## src/rtl/multi_project_io_mux.sv

```systemverilog
// Hosts NUM_PROJ user projects behind one pad slice with a Wishbone-programmed select.
// Switching isolates the pads, holds the target in reset for HOLD cycles, then releases it.
module multi_project_io_mux #(
  parameter int          NUM_PROJ     = 4,
  parameter int          SEL_W        = $clog2(NUM_PROJ),
  parameter int          IO_W         = 16,
  parameter int          HOLD_DEFAULT = 8,
  parameter logic [31:0] BASE_ADDR    = 32'h3000_0000
) (
  input  logic                     wb_clk_i,
  input  logic                     wb_rst_n_i,
  input  logic                     wbs_cyc_i,
  input  logic                     wbs_stb_i,
  input  logic                     wbs_we_i,
  input  logic [3:0]               wbs_sel_i,
  input  logic [31:0]              wbs_adr_i,
  input  logic [31:0]              wbs_dat_i,
  output logic                     wbs_ack_o,
  output logic [31:0]              wbs_dat_o,
  input  logic [IO_W-1:0]          io_in,
  output logic [IO_W-1:0]          io_out,
  output logic [IO_W-1:0]          io_oeb,
  output logic [NUM_PROJ*IO_W-1:0] proj_io_in,
  input  logic [NUM_PROJ*IO_W-1:0] proj_io_out,
  input  logic [NUM_PROJ*IO_W-1:0] proj_io_oeb,
  output logic [NUM_PROJ-1:0]      proj_rst_n,
  output logic                     busy
);

  typedef enum logic [1:0] {
    S_RUN     = 2'd0,
    S_ISOLATE = 2'd1,
    S_HOLD    = 2'd2,
    S_RELEASE = 2'd3
  } state_t;

  state_t           state, state_nxt;
  logic [SEL_W-1:0] req_sel, active_sel;
  logic [7:0]       hold_cycles, cnt;
  logic             sel_err, pend_switch, ack;
  logic [31:0]      rdata, rd_mux;

  logic             req, wr, ctrl_wr, status_wr, hold_wr;
  logic             sel_ok, soft_rst, switch_req;
  logic [SEL_W-1:0] sel_new;
  logic             unused_bits;

  assign req       = wbs_cyc_i && wbs_stb_i && (wbs_adr_i[31:4] == BASE_ADDR[31:4]) && !ack;
  assign wr        = req && wbs_we_i && wbs_sel_i[0];
  assign ctrl_wr   = wr && (wbs_adr_i[3:2] == 2'd0);
  assign status_wr = wr && (wbs_adr_i[3:2] == 2'd1);
  assign hold_wr   = wr && (wbs_adr_i[3:2] == 2'd2);

  // The full 7-bit field is range-checked so out-of-range values are not silently truncated.
  assign sel_ok     = ({25'd0, wbs_dat_i[6:0]} < 32'(NUM_PROJ));
  assign sel_new    = wbs_dat_i[SEL_W-1:0];
  assign soft_rst   = wbs_dat_i[7];
  assign switch_req = ctrl_wr && ((sel_ok && (sel_new != active_sel)) || soft_rst);

  assign unused_bits = ^{wbs_adr_i[1:0], wbs_sel_i[3:1], wbs_dat_i[31:9]};

  assign busy      = (state != S_RUN);
  assign wbs_ack_o = ack;
  assign wbs_dat_o = rdata;

  always_comb begin
    rd_mux = '0;
    case (wbs_adr_i[3:2])
      2'd0: rd_mux[SEL_W-1:0] = req_sel;
      2'd1: begin
        rd_mux[SEL_W-1:0] = active_sel;
        rd_mux[5:4]       = state;
        rd_mux[6]         = busy;
        rd_mux[8]         = sel_err;
      end
      2'd2:    rd_mux[7:0] = hold_cycles;
      default: rd_mux = '0;
    endcase
  end

  // Reset parks the FSM in ISOLATE so project 0 gets the same full hold sequence as a switch.
  always_ff @(posedge wb_clk_i or negedge wb_rst_n_i) begin
    if (!wb_rst_n_i) begin
      state <= S_ISOLATE;
    end else begin
      state <= state_nxt;
    end
  end

  always_ff @(posedge wb_clk_i or negedge wb_rst_n_i) begin
    if (!wb_rst_n_i) begin
      req_sel     <= '0;
      active_sel  <= '0;
      hold_cycles <= 8'(HOLD_DEFAULT);
      cnt         <= 8'(HOLD_DEFAULT);
      sel_err     <= 1'b0;
      pend_switch <= 1'b0;
      ack         <= 1'b0;
      rdata       <= '0;
    end else begin
      ack   <= req;
      rdata <= (req && !wbs_we_i) ? rd_mux : '0;

      if (state == S_ISOLATE) begin
        active_sel <= req_sel;
        cnt        <= hold_cycles;
      end else if (state == S_HOLD) begin
        cnt <= cnt - 8'd1;
      end

      // A write landing on the ISOLATE entry edge must survive, so set overrides clear.
      if (state_nxt == S_ISOLATE) pend_switch <= 1'b0;
      if (switch_req)             pend_switch <= 1'b1;

      if (ctrl_wr && sel_ok)  req_sel <= sel_new;
      if (ctrl_wr && !sel_ok) sel_err <= 1'b1;
      if (status_wr && wbs_dat_i[8]) sel_err <= 1'b0;
      if (hold_wr) hold_cycles <= (wbs_dat_i[7:0] == 8'd0) ? 8'd1 : wbs_dat_i[7:0];
    end
  end

  always_comb begin
    state_nxt  = state;
    io_out     = '0;
    io_oeb     = '1;
    proj_io_in = '0;
    proj_rst_n = '0;
    case (state)
      S_RUN: begin
        if (pend_switch) state_nxt = S_ISOLATE;
        for (int k = 0; k < NUM_PROJ; k++) begin
          if (active_sel == SEL_W'(k)) begin
            io_out                     = proj_io_out[k*IO_W +: IO_W];
            io_oeb                     = proj_io_oeb[k*IO_W +: IO_W];
            proj_io_in[k*IO_W +: IO_W] = io_in;
            proj_rst_n[k]              = 1'b1;
          end
        end
      end
      S_ISOLATE: state_nxt = S_HOLD;
      S_HOLD: begin
        if (cnt <= 8'd1) state_nxt = S_RELEASE;
      end
      S_RELEASE: begin
        state_nxt = pend_switch ? S_ISOLATE : S_RUN;
        for (int k = 0; k < NUM_PROJ; k++) begin
          if (active_sel == SEL_W'(k)) proj_rst_n[k] = 1'b1;
        end
      end
      default: state_nxt = S_ISOLATE;
    endcase
  end

endmodule

```

## config.mk

```make
export PLATFORM = sky130hd
export DESIGN_NAME = multi_project_io_mux
export DESIGN_NICKNAME = d
export VERILOG_FILES = /design/src/rtl/multi_project_io_mux.sv
export SDC_FILE = /design/constraint.sdc
export NUM_CORES = 1
export LEC_CHECK = 0
export ABC_CLOCK_PERIOD_IN_PS = 2200
export CAP_MARGIN = 20
export CORE_AREA = 2 2 135 137
export CTS_BUF_LIST = sky130_fd_sc_hd__clkbuf_4 sky130_fd_sc_hd__clkbuf_8
export CTS_CLUSTER_SIZE = 16
export DETAILED_ROUTE_END_ITERATION = 12
export DIE_AREA = 0 0 137 139
export DONT_BUFFER_PORTS = 1
export GPL_ROUTABILITY_DRIVEN = 0
export SLEW_MARGIN = 5
export SYNTH_ARGS = -nofsm -noshare
export SYNTH_HDL_FRONTEND = slang
export SYNTH_SLANG_ARGS = --single-unit
```

## constraint.sdc

```tcl
create_clock -name wb_clk_i -period 2.2 [get_ports wb_clk_i]
set_clock_uncertainty 0.15 [all_clocks]
set_input_delay 0.44 -clock wb_clk_i [delete_from_list [all_inputs] [get_ports wb_clk_i]]
set_output_delay 0.44 -clock wb_clk_i [all_outputs]
set_load 0.005 [all_outputs]
```

==> impl_metrics.csv, run 1 <==
group,metric,value,unit
setup_path,r2r_end,"pend_switch$_DFFE_PN0P_",
min_path,worstHoldStart,"wbs_we_i",
layout,area_growth,30.8,%
setup_path,max_stage_delay,0.51,ns
setup_path,crit_slowest_cell,"mux4_2",
min_path,hold-path-cell-count,1,
layout,layout.nets,611,
detailed_routing,wl_per_cell,21.2,um
global_routing,grt_overflow,0,
synthesis,syn-instance-count,363,
min_path,hold_path_end,"wbs_dat_o[4]$_DFF_PN0_",
sta,setup_viol,22,
place,pre_cts_slack,-0.0983,ns
setup_path,required,1.61,ns
detailed_routing,wirelength,13000,um
global_routing,first_global_vias,2761,
global_routing,grt_max_degree,35,
synthesis,async_flop_share,100,%
sta,grt_setup_unrepaired,"true",
clock_network,cts_tree,"yes",
outcome,status,"finished, violations left",
die,num_rows,49,
detailed_routing,vias_per_cell,4.81,
synthesis,synth_commonest_cells,"77 x nor2_1, 32 x mux4_2, 31 x dfrtp_1",
setup_path,r2r_slack,0.26,ns
place,port_buffers,0,
global_routing,grt_usage,11.7,%
layout,final_core_util,25.0,%
setup_path,rr_worst_depth,8,
synthesis,ys_top_cells_by_area,"dfrtp_1 23%, mux4_2 21%, nor2_1 8.6%",
power,power.leakage,1.85,nW
setup_path,endpoint_kind,"output port",
die,die-area,0.0190,mm^2
die,io_pins,351,
job,maxCapViolCount,0,
detailed_routing,drt-pass1-iter-count,5,
outcome,violations,"setup timing",
place,dp_hpwl,9590,um
sta,fin_setup_tns,-0.256,ns
sta,max_freq,448,MHz
global_routing,grt_antenna_before_repair,0,
sta,period_share,101,%
place,dp_cells,582,
detailed_routing,drtAntennaViolNets,0,
layout,final_cells,614,
synthesis,ys_ff_latch,34,
die,die_x,137,um
detailed_routing,drc_errors,0,
clock_network,htreeDepth,2,
setup_path,r2r_start,"state[0]$_DFF_PN1_",
power,p_per_area,299,mW/mm^2
layout,drive_above_1_share,46.2,%
layout,antennaDiodeCount,0,
layout,nFillCells,1881,
synthesis,synth_top_area_share,23.0,%
sta,timing.final.max_slew_violations,0,
sta,period_minus_slack,2.23,ns
synthesis,synth_cell_type_count,47,
clock_network,cts_sinks,34,
synthesis,synth_edf_count,0,
clock_network,root_buffer,"clkbuf_8",
sta,slew_headroom,66.2,%
synthesis,synth_most_common_cell,"nor2_1",
setup_path,startpoint_type,"register",
synthesis,yosys.area.top_type,"dfrtp_1",
power,peakVddDrop,0.400,mV
clock_network,path_clk_slew,0.07,ns
setup_path,critPathKind,"register to output port",
sta,final_hold_viol_count,0,
global_routing,grt_pass1_wl,16900,um
detailed_routing,drt_iter0_drc,152,
synthesis,synth_ff_type,"dfrtp_1",
die,core,0.0177,mm^2
synthesis,yosysSeqAreaShare,25.4,%
die,start_util,19.1,%
synthesis,ys_warn_count,0,
clock_network,numCtsBuffers,5,
detailed_routing,vias,2955,
min_path,hp-class,"primary input to register",
setup_path,crit_fanout,5,
die,dieHeight,139,um
place,dpl_cell_area,0.00365,mm^2
clock_network,clock_latency,0.28,ns
sta,setup_ws,-0.0312,ns
setup_path,crit_arrival,1.64,ns
synthesis,syn-mean-instance-area,9.29,um^2
sta,worst_pin_slew,0.506,ns
synthesis,syn_area,0.00337,mm^2
layout,final_area,0.00441,mm^2
setup_path,path_cells,"buf_12 -> clkbuf_16 -> mux4_2 -> nand2b_4",
clock_network,clockBufferDepth,2,
-- metal layers --
metal | global-route usage (%) | vias to the layer above | routed length (um)
li1 | - | 1287 | -
met1 | 14.3 | 1476 | 4960
met2 | 21.2 | 188 | 6800
met3 | 2.70 | 4 | 1180
met4 | 1.95 | 0 | 87
met5 | 0 | - | 0
-- critical path, delay by kind of cell, from the launching register on --
family        cells  cell delay, ns
simple gates      1            0.16
flops             1            0.39
mux               1            0.51
buf+inv           2            0.30
-- flip-flops by register name, indices dropped and copies added (netlist names) --
signal	count
wbs_dat_o	9
wbs_ack_o	1
cnt	8
state	2
sel_err	1
req_sel	2
pend_switch	1
hold_cycles	8
active_sel	2
-- kinds of logic after synthesis --
logic type,after synthesis,synth area share (%)
multiplexers,44,26.1
adder cells (fa/ha/maj),10,3.71
flip-flops,34,25.4
XOR/XNOR,2,0.520
AND/OR/NAND/NOR,169,25.9
buffers and inverters,63,10.1
AO/OA/AOI/OAI,40,8.13
other,1,0.111
-- stage by stage --
stage          total power [mW]  hold slack [ns]
3_5_place_dp              0.790         -0.00289
5_1_grt                    1.40           0.0453
4_1_cts                    1.32           0.0517
6_report                   1.32           0.0672
2_1_floorplan             0.794         -0.00559
3_3_place_gp              0.790         -0.00251
-- worst max path at each step --
stage,from,end
finish,active_sel[0]$_DFFE_PN0P_,io_oeb[13]
global route,active_sel[0]$_DFFE_PN0P_,io_oeb[13]
CTS,active_sel[0]$_DFFE_PN0P_,io_out[7]
detailed placement,wbs_adr_i[21],hold_cycles[7]$_DFFE_PN0P_
global placement,wbs_adr_i[21],hold_cycles[4]$_DFFE_PN0P_
floorplan,wbs_adr_i[21],hold_cycles[1]$_DFFE_PN0P_
-- where the power goes --
group          switching [mW]  internal [mW]
Combinational          0.0973          0.110
Clock                   0.221          0.265
Sequential        0.000000332          0.625
-- what timing repair did --
action	4_1_cts	5_1_grt
pin swaps	3	13
endpoints found under the setup margin	96	88
endpoints found under the hold margin	34	0
hold buffers	2	0
resized for setup	29	52
gates cloned	3	5
setup buffers	8	6
-- layout make-up --
class                      instances  area [um^2]  area share, %
clock buffer                       7         90.1           2.04
clock inverter                     1         5.00          0.114
inverter                          12         48.8           1.11
multi-input combinational        288         2540           57.5
sequential                        34          857           19.4
tap                              229          287           6.50
timing repair buffer              43          586           13.3
-- layout by cell type (no fill, tap or decap), types with 4 or more instances in the layout --
cell type,count
and2_4,15
a22oi_1,7
mux2_2,4
mux2_4,7
nor2_1,55
o21ai_0,10
nor4bb_1,4
nand2b_4,16
ha_1,9
inv_1,10
clkbuf_8,6
clkbuf_16,4
dfrtp_1,29
a21oi_1,7
nand2_2,13
buf_6,4
nand2_1,10
nor4_1,7
nor2_2,20
buf_12,9
mux4_2,32
conb_1,23
buf_4,21
Note: power is estimated with default switching activity, not from simulation.
==> inputs of run 2 (changes only) <==
--- a/config.mk
+++ b/config.mk
@@ -6,14 +6,15 @@
 export NUM_CORES = 1
 export LEC_CHECK = 0
 export ABC_CLOCK_PERIOD_IN_PS = 2200
+export BUFFER_PORTS_ARGS = -buffer_cell sky130_fd_sc_hd__buf_2
 export CAP_MARGIN = 20
 export CORE_AREA = 2 2 135 137
 export CTS_BUF_LIST = sky130_fd_sc_hd__clkbuf_4 sky130_fd_sc_hd__clkbuf_8
 export CTS_CLUSTER_SIZE = 16
 export DETAILED_ROUTE_END_ITERATION = 12
 export DIE_AREA = 0 0 137 139
-export DONT_BUFFER_PORTS = 1
 export GPL_ROUTABILITY_DRIVEN = 0
+export PLACE_DENSITY = 0.62
 export SLEW_MARGIN = 5
 export SYNTH_ARGS = -nofsm -noshare
 export SYNTH_HDL_FRONTEND = slang
==> run 2 against run 1 <==
Against the previous run:
- the flow still finishes with violations (setup timing)
- fmax fell by 5.2%
- utilization is 9.2 points higher
- critical path depth up 1
- via count increased by 35%
- first-iteration DRC count grew 30%
- die area is the same
- routed wire length rose by 11%
- global-route usage increased by 2.1 points
- largest cell class unchanged
- largest power group unchanged
==> impl_metrics.csv, run 2 (same netlist as run 1, synthesis figures left out) <==
group,metric,value,unit
sta,fin_setup_tns,-3.26,ns
clock_network,clockBufferDepth,2,
detailed_routing,wl_per_cell,15.9,um
layout,drive_above_1_share,67.2,%
power,p_clk_share,35.8,%
die,io_pins,351,
detailed_routing,drtAntennaViolNets,0,
setup_path,path_buf_inv,3,
sta,period_share,107,%
detailed_routing,vias_per_cell,4.36,
setup_path,crit_arrival,1.76,ns
clock_network,path_clk_slew,0.07,ns
global_routing,gr-usage-met3,2.05,%
layout,layout.nets,908,
global_routing,grt_pass1_wl,20600,um
setup_path,required,1.61,ns
clock_network,cts_sinks,34,
place,port_buffers,299,
layout,final_core_util,34.1,%
global_routing,grt_busiest_layer,"met2",
die,die-area,0.0190,mm^2
layout,antennaDiodeCount,0,
sta,max_freq,425,MHz
global_routing,grt_usage,13.8,%
layout,layout_common_cells,"272 x buf_2, 72 x nor2_1, 35 x buf_6",
power,p_sw_share,23.1,%
layout,largest_reg_flops,9,
setup_path,max_stage_delay,0.49,ns
setup_path,critPathTopFamily,"multiplexers",
sta,timing.final.max_slew_violations,0,
layout,area_growth,78.8,%
sta,setup_ws,-0.154,ns
power,peakVddDrop,0.257,mV
die,dieHeight,139,um
die,die_x,137,um
setup_path,startpoint_type,"register",
sta,period_minus_slack,2.35,ns
global_routing,first_global_vias,3825,
outcome,violations,"setup timing",
sta,final_hold_viol_count,0,
detailed_routing,drc_errors,0,
setup_path,endpoint_kind,"output port",
power,p_int,1.29,mW
clock_network,root_buffer,"clkbuf_8",
outcome,status,"finished, violations left",
detailed_routing,vias,3976,
power,power.leakage,3.17,nW
clock_network,clock_latency,0.29,ns
detailed_routing,drt-pass1-iter-count,4,
global_routing,grt_overflow,0,
die,start_util,19.1,%
global_routing,grt_max_degree,24,
job,maxCapViolCount,0,
setup_path,critPathMostFrequentCell,"buf_6",
clock_network,htreeDepth,2,
global_routing,grt_use_met1,16.6,%
global_routing,grt_antenna_before_repair,0,
min_path,hp-class,"primary input to register",
detailed_routing,drt_iter0_drc,197,
global_routing,met2_usage,25.8,%
power,p_per_area,278,mW/mm^2
setup_path,critPathKind,"register to output port",
layout,mostFrequentLayoutCell,"buf_2",
power,finalPower,1.67,mW
clock_network,numCtsBuffers,5,
detailed_routing,wirelength,14500,um
die,num_rows,49,
setup_path,crit_slowest_cell,"mux4_2",
sta,grt_setup_unrepaired,"true",
power,p_comb_share,26.8,%
power,seqPwrFrac,37.3,%
sta,setup_viol,32,
power,power_switching,0.387,mW
die,core,0.0177,mm^2
clock_network,cts_tree,"yes",
setup_path,crit_fanout,7,
place,dp_hpwl,11300,um
setup_path,path_cells,"buf_6 -> buf_6 -> mux4_2 -> and2_1 -> buf_2",
[run 2: path summary, 6_finish.rpt]
kind,from,end,slack (ns),cells past startpoint
max,active_sel[0]$_DFFE_PN0P_,io_out[12],-0.15,5
min,wbs_dat_i[6],hold_cycles[6]$_DFFE_PN0P_,0.25,2
max reg2reg,state[0]$_DFF_PN1_,pend_switch$_DFFE_PN0P_,0.16,8
min reg2reg,cnt[3]$_DFFE_PN1P_,cnt[3]$_DFFE_PN1P_,0.35,2
max in group asynchronous,wb_rst_n_i,hold_cycles[3]$_DFFE_PN1P_,0.93,3
min in group asynchronous,wb_rst_n_i,cnt[1]$_DFFE_PN0P_,0.43,2
[run 2: power by group through the flow]
stage / combinational, mW / sequential [mW] / clock, mW
CTS: 0.397 / 0.625 / 0.621
detailed placement: 0.375 / 0.637 / 0
floorplan: 0.157 / 0.637 / 0
global route: 0.493 / 0.625 / 0.650
global placement: 0.368 / 0.637 / 0
finish: 0.449 / 0.625 / 0.600
[run 2: worst register-to-register path: cells and delay by family (launching register included)]
family / cells / cell delay (ns)
buf+inv: 3 / 0.39
fa+ha+maj: 1 / 0.21
compound gates: 4 / 0.67
flops: 1 / 0.54
[run 2: through the flow]
step | cell area [um^2] | hold slack [ns] | worst slack, ns | std cells
3_3_place_gp | 5220 | 0.210 | -0.201 | 888
4_1_cts | 5620 | 0.239 | -0.162 | 906
5_1_grt | 6030 | 0.240 | -0.216 | 911
2_1_floorplan | 3460 | -0.00559 | -0.0675 | 385
6_report | 6030 | 0.248 | -0.154 | 911
3_5_place_dp | 5220 | 0.212 | -0.202 | 888
[run 2: routing by layer]
layer,vias up,share of wire [%]
li1,1886,-
met1,1936,40
met2,147,53
met3,7,6.6
met4,0,0.75
met5,-,0
[run 2: repair_timing]
item | in CTS | in global routing
gates resized for setup | 37 | 72
endpoints found under the setup margin | 101 | 93
cloned | 2 | 3
pin swaps | 12 | 8
buffers inserted | 7 | 2
hold endpoints to repair | 11 | 0
hold buffers | 1 | 0
[run 2: area by class of cell]
class	count	area [um^2]
Inverter	12	48.8
Fill cell	1827	11600
Multi-Input combinational cell	289	2530
Clock buffer	7	90.1
Tap cell	229	287
Clock inverter	1	30.0
Timing Repair Buffer	339	2180
Sequential cell	34	857
==> inputs of run 3 (changes only) <==
--- a/config.mk
+++ b/config.mk
@@ -9,12 +9,13 @@
 export BUFFER_PORTS_ARGS = -buffer_cell sky130_fd_sc_hd__buf_2
 export CAP_MARGIN = 20
 export CORE_AREA = 2 2 135 137
-export CTS_BUF_LIST = sky130_fd_sc_hd__clkbuf_4 sky130_fd_sc_hd__clkbuf_8
+export CTS_BUF_LIST = sky130_fd_sc_hd__clkbuf_8
 export CTS_CLUSTER_SIZE = 16
 export DETAILED_ROUTE_END_ITERATION = 12
 export DIE_AREA = 0 0 137 139
 export GPL_ROUTABILITY_DRIVEN = 0
 export PLACE_DENSITY = 0.62
+export REMOVE_ABC_BUFFERS = 1
 export SLEW_MARGIN = 5
 export SYNTH_ARGS = -nofsm -noshare
 export SYNTH_HDL_FRONTEND = slang
==> run 3 against run 2 <==
Against the previous run:
- the run still ends with setup timing left
- cell count up 0.55%
- first-iteration DRC count up 49%
- clock-buffer cell count down 1
- sequential power about the same
- register-to-register slack better by 0.10 ns
- die area unchanged
- cell area up 5.9%
- non-clock buffer count up 4
- global-route usage down 0.35 points
- sequential share of layout area down 0.79 points
- fmax up 1.5%
- critical endpoint is now io_oeb[3]
- largest cell class unchanged
- largest power group unchanged
==> impl_metrics.csv, run 3 (same netlist as run 1, synthesis figures left out) <==
group,metric,value,unit
global_routing,grt_overflow,0,
sta,grt_setup_unrepaired,"true",
detailed_routing,wl_per_cell,17.6,um
layout,layout_common_cells,"278 x buf_2, 32 x mux4_2, 29 x nor2_1, 29 x dfrtp_1, 26 x buf_6",
place,dp_hpwl,10900,um
power,p_sw_share,26.8,%
global_routing,grt_max_degree,22,
clock_network,root_buffer,"clkbuf_8",
layout,drive_above_1_share,72.6,%
power,p_clk_share,30.8,%
clock_network,cts_tree,"yes",
outcome,status,"finished, violations left",
min_path,hold-path-cell-count,2,
detailed_routing,vias,4163,
setup_path,r2r_slack,0.26,ns
layout,area_growth,89.4,%
power,power_switching,0.418,mW
setup_path,critPathKind,"register to output port",
setup_path,r2r_start,"state[0]$_DFF_PN1_",
place,port_buffers,299,
sta,setup_viol,55,
power,finalPower,1.56,mW
sta,max_freq,431,MHz
global_routing,grt_antenna_before_repair,0,
power,p_per_area,244,mW/mm^2
setup_path,required,1.61,ns
die,core,0.0177,mm^2
job,maxCapViolCount,0,
detailed_routing,wirelength,16100,um
die,die-area,0.0190,mm^2
setup_path,crit_fanout,8,
detailed_routing,drt-pass1-iter-count,5,
sta,timing.final.max_slew_violations,0,
sta,slew_headroom,63.4,%
power,peakVddDrop,0.261,mV
power,power.leakage,3.23,nW
clock_network,clock_latency,0.28,ns
outcome,violations,"setup timing",
detailed_routing,drc_errors,0,
die,dieHeight,139,um
die,start_util,19.1,%
layout,nFillCells,1748,
clock_network,htreeDepth,2,
layout,layout.nets,913,
setup_path,r2r_end,"cnt[4]$_DFFE_PN0P_",
min_path,hold_path_end,"hold_cycles[4]$_DFFE_PN0P_",
setup_path,endpoint_kind,"output port",
die,io_pins,351,
detailed_routing,vias_per_cell,4.54,
global_routing,grt_usage,13.5,%
power,p_comb_share,29.2,%
layout,antennaDiodeCount,0,
setup_path,rr_worst_depth,6,
detailed_routing,drt_iter0_drc,293,
clock_network,numCtsBuffers,5,
min_path,worstHoldStart,"wbs_dat_i[4]",
sta,period_share,105,%
clock_network,cts_sinks,34,
global_routing,grt_pass1_wl,20200,um
die,num_rows,49,
power,p_int,1.14,mW
detailed_routing,drtAntennaViolNets,0,
die,die_x,137,um
global_routing,first_global_vias,3820,
clock_network,clockBufferDepth,2,
layout,largest_reg_flops,9,
sta,final_hold_viol_count,0,
power,seqPwrFrac,40.0,%
sta,worst_pin_slew,0.549,ns
clock_network,path_clk_slew,0.07,ns
sta,period_minus_slack,2.32,ns
setup_path,startpoint_type,"register",
setup_path,crit_arrival,1.73,ns
layout,mostFrequentLayoutCell,"buf_2",
min_path,hp-class,"primary input to register",
layout,final_core_util,36.2,%
sta,setup_ws,-0.119,ns
run 3: area by class of cell:
class,count,area [um^2],share of cell area (%)
clock buffers,6,82.6,1.29
repair buffers,343,2330,36.4
inverters,12,47.5,0.745
well taps,229,287,4.49
multi-input cells,290,2780,43.5
clock inverters,2,8.76,0.137
flip-flops and latches,34,857,13.4
run 3: what timing repair did:
action                                  CTS  global route
setup buffers                             5             4
cloned                                    2            12
endpoints found under the setup margin   98            85
hold buffers                              1             0
pin swaps                                 2            13
endpoints found under the hold margin    18             0
gates resized for setup                  32           139
run 3: worst max-delay path: stages, from the launching register on:
cell and delay, ns:
dfrtp_2 0.37, buf_12 0.14, clkbuf_16 0.17, mux4_2 0.50, nand2b_4 0.16, buf_6 0.11
run 3: worst max path at each step:
stage / start / end / slack, ns / cells past startpoint
after floorplan: active_sel[0]$_DFFE_PN0P_ / proj_io_in[48] / -0.77 / 2
after global routing: active_sel[0]$_DFFE_PN0P_ / io_oeb[3] / -0.18 / 5
final: active_sel[0]$_DFFE_PN0P_ / io_oeb[3] / -0.12 / 5
after CTS: active_sel[0]$_DFFE_PN0P_ / io_out[8] / -0.13 / 4
after detailed placement: wbs_adr_i[16] / hold_cycles[7]$_DFFE_PN0P_ / -0.17 / 6
after global placement: wbs_adr_i[16] / hold_cycles[4]$_DFFE_PN0P_ / -0.16 / 6
run 3: power groups by stage:
| stage | registers [mW] | logic, mW | clock network (mW) |
|---|---|---|---|
| 2_1_floorplan | 0.637 | 0.125 | 0 |
| 3_3_place_gp | 0.637 | 0.369 | 0 |
| 3_5_place_dp | 0.637 | 0.375 | 0 |
| 4_1_cts | 0.625 | 0.399 | 0.495 |
| 5_1_grt | 0.625 | 0.493 | 0.525 |
| 6_report | 0.625 | 0.456 | 0.480 |
run 3: routing by layer:
| layer | up-vias | GRT usage [%] | share of wire (%) |
|---|---|---|---|
| met5 | - | 0 | 0 |
| met4 | 0 | 2.33 | 2.5 |
| met3 | 32 | 3.14 | 7.2 |
| met2 | 247 | 24.3 | 49 |
| met1 | 1987 | 16.3 | 41 |
| li1 | 1897 | - | - |
run 3: stage by stage:
stage / instance area [um^2] / setup WS (ns) / hold slack [ns] / TNS (ns) / cells
2_1_floorplan: 3160 / -0.765 / -0.00559 / -61.67 / 334
3_3_place_gp: 5200 / -0.161 / 0.272 / -1.55 / 885
3_5_place_dp: 5200 / -0.173 / 0.281 / -1.94 / 885
4_1_cts: 5540 / -0.135 / 0.243 / -3.10 / 901
5_1_grt: 6380 / -0.179 / 0.259 / -7.97 / 916
6_report: 6380 / -0.119 / 0.260 / -3.73 / 916
